==> config.mk <==
export PLATFORM = sky130hd
export DESIGN_NAME = int_to_nr_float
export DESIGN_NICKNAME = d
export VERILOG_FILES = /design/src/rtl/nr_float_pkg.sv /design/src/rtl/int_to_nr_float.sv
export SDC_FILE = /design/constraint.sdc
export NUM_CORES = 1
export LEC_CHECK = 0
export BUFFER_PORTS_ARGS = -buffer_cell sky130_fd_sc_hd__buf_2
export CAP_MARGIN = 20
export CORE_AREA = 2 2 109 90
export CTS_CLUSTER_SIZE = 16
export DETAILED_ROUTE_END_ITERATION = 8
export DIE_AREA = 0 0 111 92
export PLACE_DENSITY_LB_ADDON = 0.12
export SLEW_MARGIN = 20
export SYNTH_ARGS = -nofsm -noshare
export SYNTH_HDL_FRONTEND = slang
export SYNTH_SLANG_ARGS = --single-unit
==> constraint.sdc <==
create_clock -name clk -period 3.2 [get_ports clk]
set_clock_uncertainty 0.05 [all_clocks]
set_input_delay 0.64 -clock clk [delete_from_list [all_inputs] [get_ports clk]]
set_output_delay 0.64 -clock clk [all_outputs]
set_load 0.01 [all_outputs]
==> src/rtl/nr_float_pkg.sv <==
// Shared definitions for the normalised float word used by int_to_nr_float
// and nr_div: mantissa/exponent widths, fixed-point location, converter
// state encoding and the sign/magnitude -> packed {m,e} helper.
package nr_float_pkg;

  localparam int MANTISSA_W         = 15;
  localparam int EXP_W              = 8;
  localparam int FIX_POINT_LOCATION = 14;
  localparam int FLOAT_W            = MANTISSA_W + EXP_W;

  typedef enum logic [1:0] {
    ST_IDLE = 2'd0,
    ST_NORM = 2'd1,
    ST_DONE = 2'd2
  } conv_state_e;

  // Turns a sign bit and a 14-bit normalised magnitude into the two's-complement
  // mantissa and concatenates the exponent below it.
  function automatic logic [FLOAT_W-1:0] pack_float(
    input logic                          sign,
    input logic [FIX_POINT_LOCATION-1:0] mag,
    input logic [EXP_W-1:0]              exp_val
  );
    logic [MANTISSA_W-1:0] mant;
    mant = ({MANTISSA_W{sign}} ^ {1'b0, mag}) + {{(MANTISSA_W-1){1'b0}}, sign};
    return {mant, exp_val};
  endfunction

endpackage

==> src/rtl/int_to_nr_float.sv <==
// Signed integer -> normalised float converter (value = m * 2^(e-14)).
// Normalises iteratively, one shift per cycle, between valid/ready handshakes.
// Ports:
//   clk       rising-edge clock
//   rstn      asynchronous active-low reset
//   in_data   signed IN_W-bit operand
//   in_valid  operand valid
//   in_ready  idle and accepting an operand
//   out       packed float, [22:8] mantissa, [7:0] signed exponent
//   out_valid out holds a result
//   out_ready consumer accepts the result
module int_to_nr_float
  import nr_float_pkg::*;
#(
  parameter int IN_W = 24
) (
  input  logic                          clk,
  input  logic                          rstn,
  input  logic [IN_W-1:0]               in_data,
  input  logic                          in_valid,
  output logic                          in_ready,
  output logic [MANTISSA_W+EXP_W-1:0]   out,
  output logic                          out_valid,
  input  logic                          out_ready
);

  localparam logic [EXP_W-1:0] EXP_ONE  = EXP_W'(1);
  localparam logic [EXP_W-1:0] EXP_INIT = EXP_W'(FIX_POINT_LOCATION);

  conv_state_e                   state_r, state_nxt_s;
  logic [IN_W-1:0]               mag_r, mag_nxt_s;
  logic [EXP_W-1:0]              exp_r, exp_nxt_s;
  logic                          sign_r, sign_nxt_s;
  logic [MANTISSA_W+EXP_W-1:0]   out_nxt_s;
  logic                          out_valid_nxt_s;
  logic                          in_ready_nxt_s;

  // Magnitude range tests that steer each normalisation step.
  logic mag_zero_s;
  logic mag_too_big_s;
  logic mag_too_small_s;

  // Range classification of the magnitude register.
  always_comb begin
    mag_zero_s      = (mag_r == '0);
    mag_too_big_s   = |mag_r[IN_W-1:FIX_POINT_LOCATION];
    // Only meaningful once the upper bits are known clear.
    mag_too_small_s = ~mag_r[FIX_POINT_LOCATION-1];
  end

  // Next-state and datapath update for the IDLE/NORM/DONE sequence.
  always_comb begin
    state_nxt_s     = state_r;
    mag_nxt_s       = mag_r;
    exp_nxt_s       = exp_r;
    sign_nxt_s      = sign_r;
    out_nxt_s       = out;
    out_valid_nxt_s = out_valid;
    in_ready_nxt_s  = in_ready;
    case (state_r)
      ST_IDLE: begin
        if (in_valid && in_ready) begin
          sign_nxt_s     = in_data[IN_W-1];
          // The most negative input wraps onto itself, which read unsigned
          // is exactly its magnitude 2^(IN_W-1).
          if (in_data[IN_W-1]) begin
            mag_nxt_s = ~in_data + {{(IN_W-1){1'b0}}, 1'b1};
          end else begin
            mag_nxt_s = in_data;
          end
          exp_nxt_s      = EXP_INIT;
          in_ready_nxt_s = 1'b0;
          state_nxt_s    = ST_NORM;
        end else begin
          state_nxt_s = ST_IDLE;
        end
      end
      ST_NORM: begin
        if (mag_zero_s) begin
          exp_nxt_s       = '0;
          out_nxt_s       = pack_float(1'b0, {FIX_POINT_LOCATION{1'b0}}, {EXP_W{1'b0}});
          out_valid_nxt_s = 1'b1;
          state_nxt_s     = ST_DONE;
        end else if (mag_too_big_s) begin
          // Dropped LSB truncates the magnitude: rounds toward zero.
          mag_nxt_s = mag_r >> 1;
          exp_nxt_s = exp_r + EXP_ONE;
        end else if (mag_too_small_s) begin
          mag_nxt_s = mag_r << 1;
          exp_nxt_s = exp_r - EXP_ONE;
        end else begin
          out_nxt_s       = pack_float(sign_r, mag_r[FIX_POINT_LOCATION-1:0], exp_r);
          out_valid_nxt_s = 1'b1;
          state_nxt_s     = ST_DONE;
        end
      end
      ST_DONE: begin
        if (out_valid && out_ready) begin
          out_valid_nxt_s = 1'b0;
          in_ready_nxt_s  = 1'b1;
          state_nxt_s     = ST_IDLE;
        end else begin
          state_nxt_s = ST_DONE;
        end
      end
      default: begin
        state_nxt_s     = ST_IDLE;
        out_valid_nxt_s = 1'b0;
        in_ready_nxt_s  = 1'b1;
      end
    endcase
  end

  // State, datapath and registered handshake outputs.
  always_ff @(posedge clk or negedge rstn) begin
    if (!rstn) begin
      state_r   <= ST_IDLE;
      mag_r     <= '0;
      exp_r     <= '0;
      sign_r    <= 1'b0;
      out       <= '0;
      out_valid <= 1'b0;
      in_ready  <= 1'b1;
    end else begin
      state_r   <= state_nxt_s;
      mag_r     <= mag_nxt_s;
      exp_r     <= exp_nxt_s;
      sign_r    <= sign_nxt_s;
      out       <= out_nxt_s;
      out_valid <= out_valid_nxt_s;
      in_ready  <= in_ready_nxt_s;
    end
  end

endmodule

==> run metrics <==
status=finished, final reports clean; # H-tree levels=3; die width=111 µm; grt total ovfl=0; I/O Pins=53; min-delay worst type=input port to asynchronous set/reset pin; Yosys top cell area share=33.11%; CP required=3370 ps; die height=92 µm; fmax=0.3309 GHz; worst-margin pin slew=824.7 ps; Hold-fix buffers, CTS=0; worst skew pair latency=340 ps; wire per inst=18.16 µm; CP max stage delay=630 ps; vias per inst=6.108; final std cells w/o fill=660; routability cong.=0.8571; number of synthesized flops with an enable pin=0; post-synthesis cell count=493; fin crit period=3022 ps; commonest non-fill, non-tap cell in the layout=dfrtp_1; cell taking the most area after synthesis=dfrtp_1; CP Capture Type=register; Arrival @ worst endpoint=3190 ps; Bufs on Longest Clock Path=2; number of DRC markers in iteration 0=309; DRT Wirelength=11.98 mm; # fillers=840; WP buf/inv=2; largest net degree at the start of global routing=42; DR vias=4031; Placed Area=4808 µm²; Max IR drop VDD=233.1 µV; DR pass1 iterations=4; critical path type=register to register; PwrDens=359.8 nW/µm²; Sink Count=60; share of cells above drive strength 1=22.74%; hpwl dp=8.507 mm; number of stages on the worst setup path=10; core box area=9249 µm²; Die Area=10210 µm²; CP Launch Type=register; placed cell count=641; Sequential Area=1503 µm²; Final TNS setup=0 ps; max_cap viols=0; Post-layout nets=574; mapped cell area=4459 µm²; post-layout util=55.41%; Slowest-stage cell, CP=or4_4; Inserted Diodes=0; drt drc=0; CTS tree=done; GR Util All Layers=24.77%; highest-count cells in the layout ignoring fill and taps=59 x dfrtp_1, 51 x buf_2, 32 x a21oi_1, 26 x nor2_1, 24 x nand2_1; Post-Syn Area per Cell=9.045 µm²; Fin. Hold Viols=0; static leakage=2.337 nW; Synth cell types=74; first-pass GRT wire length=20.44 mm; clk root buf=clkbuf_16; vias in the first global route=4052; Rel. slew slack=45.02%; Slew Limit Fails=0; final std cell area, no fill=5125 µm²; Critical Path Fanout Max=11; total power=0.001844 W; worst r2r path cells=10; number of antenna violations at the first check in global routing=0; clk slew on worst S/H paths=50 ps; setup violators final=0; area of the multi-input gates=2705 µm²; PortBufs=52; initial core utilization=48.21%; area grow syn2layout=14.93%; Post-Syn Nets=531; prevailing post-synth register cell=dfrtp_1; Seq/Total Area, Yosys=33.70%; kind of cell adding the most delay to the critical path=simple AND/OR/NAND/NOR gates; synth top area cells=dfrtp_1 33%, mux2_2 4.3%, a22o_1 4.1%, a21oi_1 3.6%, xor2_1 3.1%; Final period util=94.44%; Yosys reg bits=60; Rows=32; Post-synth ARST share=100.0%; ANT nets after route=0; cts bufs inserted=9; Synth Warn #=0; crit path cell chain=or4_4 > nor3_4 > buf_4 > inv_2 > fa_1 > nand2b_1 > a21oi_1 > o21a_1 > o21ai_0 > a32o_1
state kept, by name, summed over array words and instances, names as in the netlist:
signal and flops:
exp_r 8, in_ready 1, mag_r 24, out 23
out_valid 1, sign_r 1, state_r 2
layer usage:
metal | vias to the layer above | track usage [%] | part of all wire [%] | routed length, µm
met1 | 1967 | 35.18 | 48 | 5777
li1 | 1935 | - | - | -
met4 | 0 | 6.979 | 1.1 | 132
met3 | 13 | 5.288 | 5.1 | 606
met5 | - | 0 | 0 | 0
met2 | 116 | 38.29 | 46 | 5467
through the flow:
step | hold WS, ps | setup slack (ps)
finish | 221.2 | 178.0
global route | 292.9 | -5.399
CTS | 433.0 | 124.7
detailed placement | 424.3 | 125.3
global placement | 428.8 | 247.8
floorplan | 294.4 | 145.4
layout make-up:
type / count / share of cell area (%)
Tap cell: 119 / 2.905
Clock buffer: 14 / 5.347
Sequential cell: 60 / 29.32
Inverter: 19 / 1.392
Clock inverter: 2 / 0.1953
Multi-Input combinational cell: 374 / 52.78
Timing Repair Buffer: 72 / 8.057
kinds of logic (layout without fill, tap and decap cells):
| group | count (synthesis) | in the layout | synth area share, % |
|---|---|---|---|
| AO/OA/AOI/OAI | 145 | 145 | 23.23 |
| XOR/XNOR | 30 | 30 | 5.892 |
| AND/OR/NAND/NOR | 163 | 163 | 22.08 |
| adder cells (fa/ha/maj) | 10 | 10 | 2.974 |
| multiplexers | 26 | 26 | 6.313 |
| flip-flops | 60 | 60 | 33.70 |
| buffers and inverters | 59 | 107 | 5.808 |
Yosys cell counts, types with 10 or more instances:
cell type   n
dfrtp_1    59
nand2_1    24
mux2_2     17
nand3_1    13
or3_1      13
nand3b_1   11
xnor2_1    14
o21ai_0    22
nor2_1     26
inv_1      17
nand2b_1   19
a211oi_1   10
clkbuf_1   27
nor4_1     13
a21oi_1    32
a22o_1     21
xor2_1     16
power breakdown:
part           internal [W]  total [W]  switching, W
sequential         0.000763   0.000766    0.00000308
clock              0.000584   0.000916      0.000332
combinational     0.0000651   0.000162     0.0000968
total               0.00141    0.00184      0.000432
worst paths after layout:
check                                      start               endpoint  slack (ps)
setup / recovery           mag_r[15]$_DFFE_PN0P_   exp_r[6]$_DFFE_PN0P_         180
hold / removal                              rstn  mag_r[22]$_DFFE_PN0P_         220
setup reg to reg           mag_r[15]$_DFFE_PN0P_   exp_r[6]$_DFFE_PN0P_         180
hold reg to reg              out[22]$_DFFE_PN0P_    out[22]$_DFFE_PN0P_         430
max in group asynchronous                   rstn    out[18]$_DFFE_PN0P_        2210
min in group clk             out[22]$_DFFE_PN0P_    out[22]$_DFFE_PN0P_         430
timing repair:
item | 4_1_cts | 5_1_grt
endpoints found under the setup margin | 0 | 1
buffers inserted | 0 | 3
resized for setup | 0 | 1
Note: power is estimated with default switching activity, not from simulation.
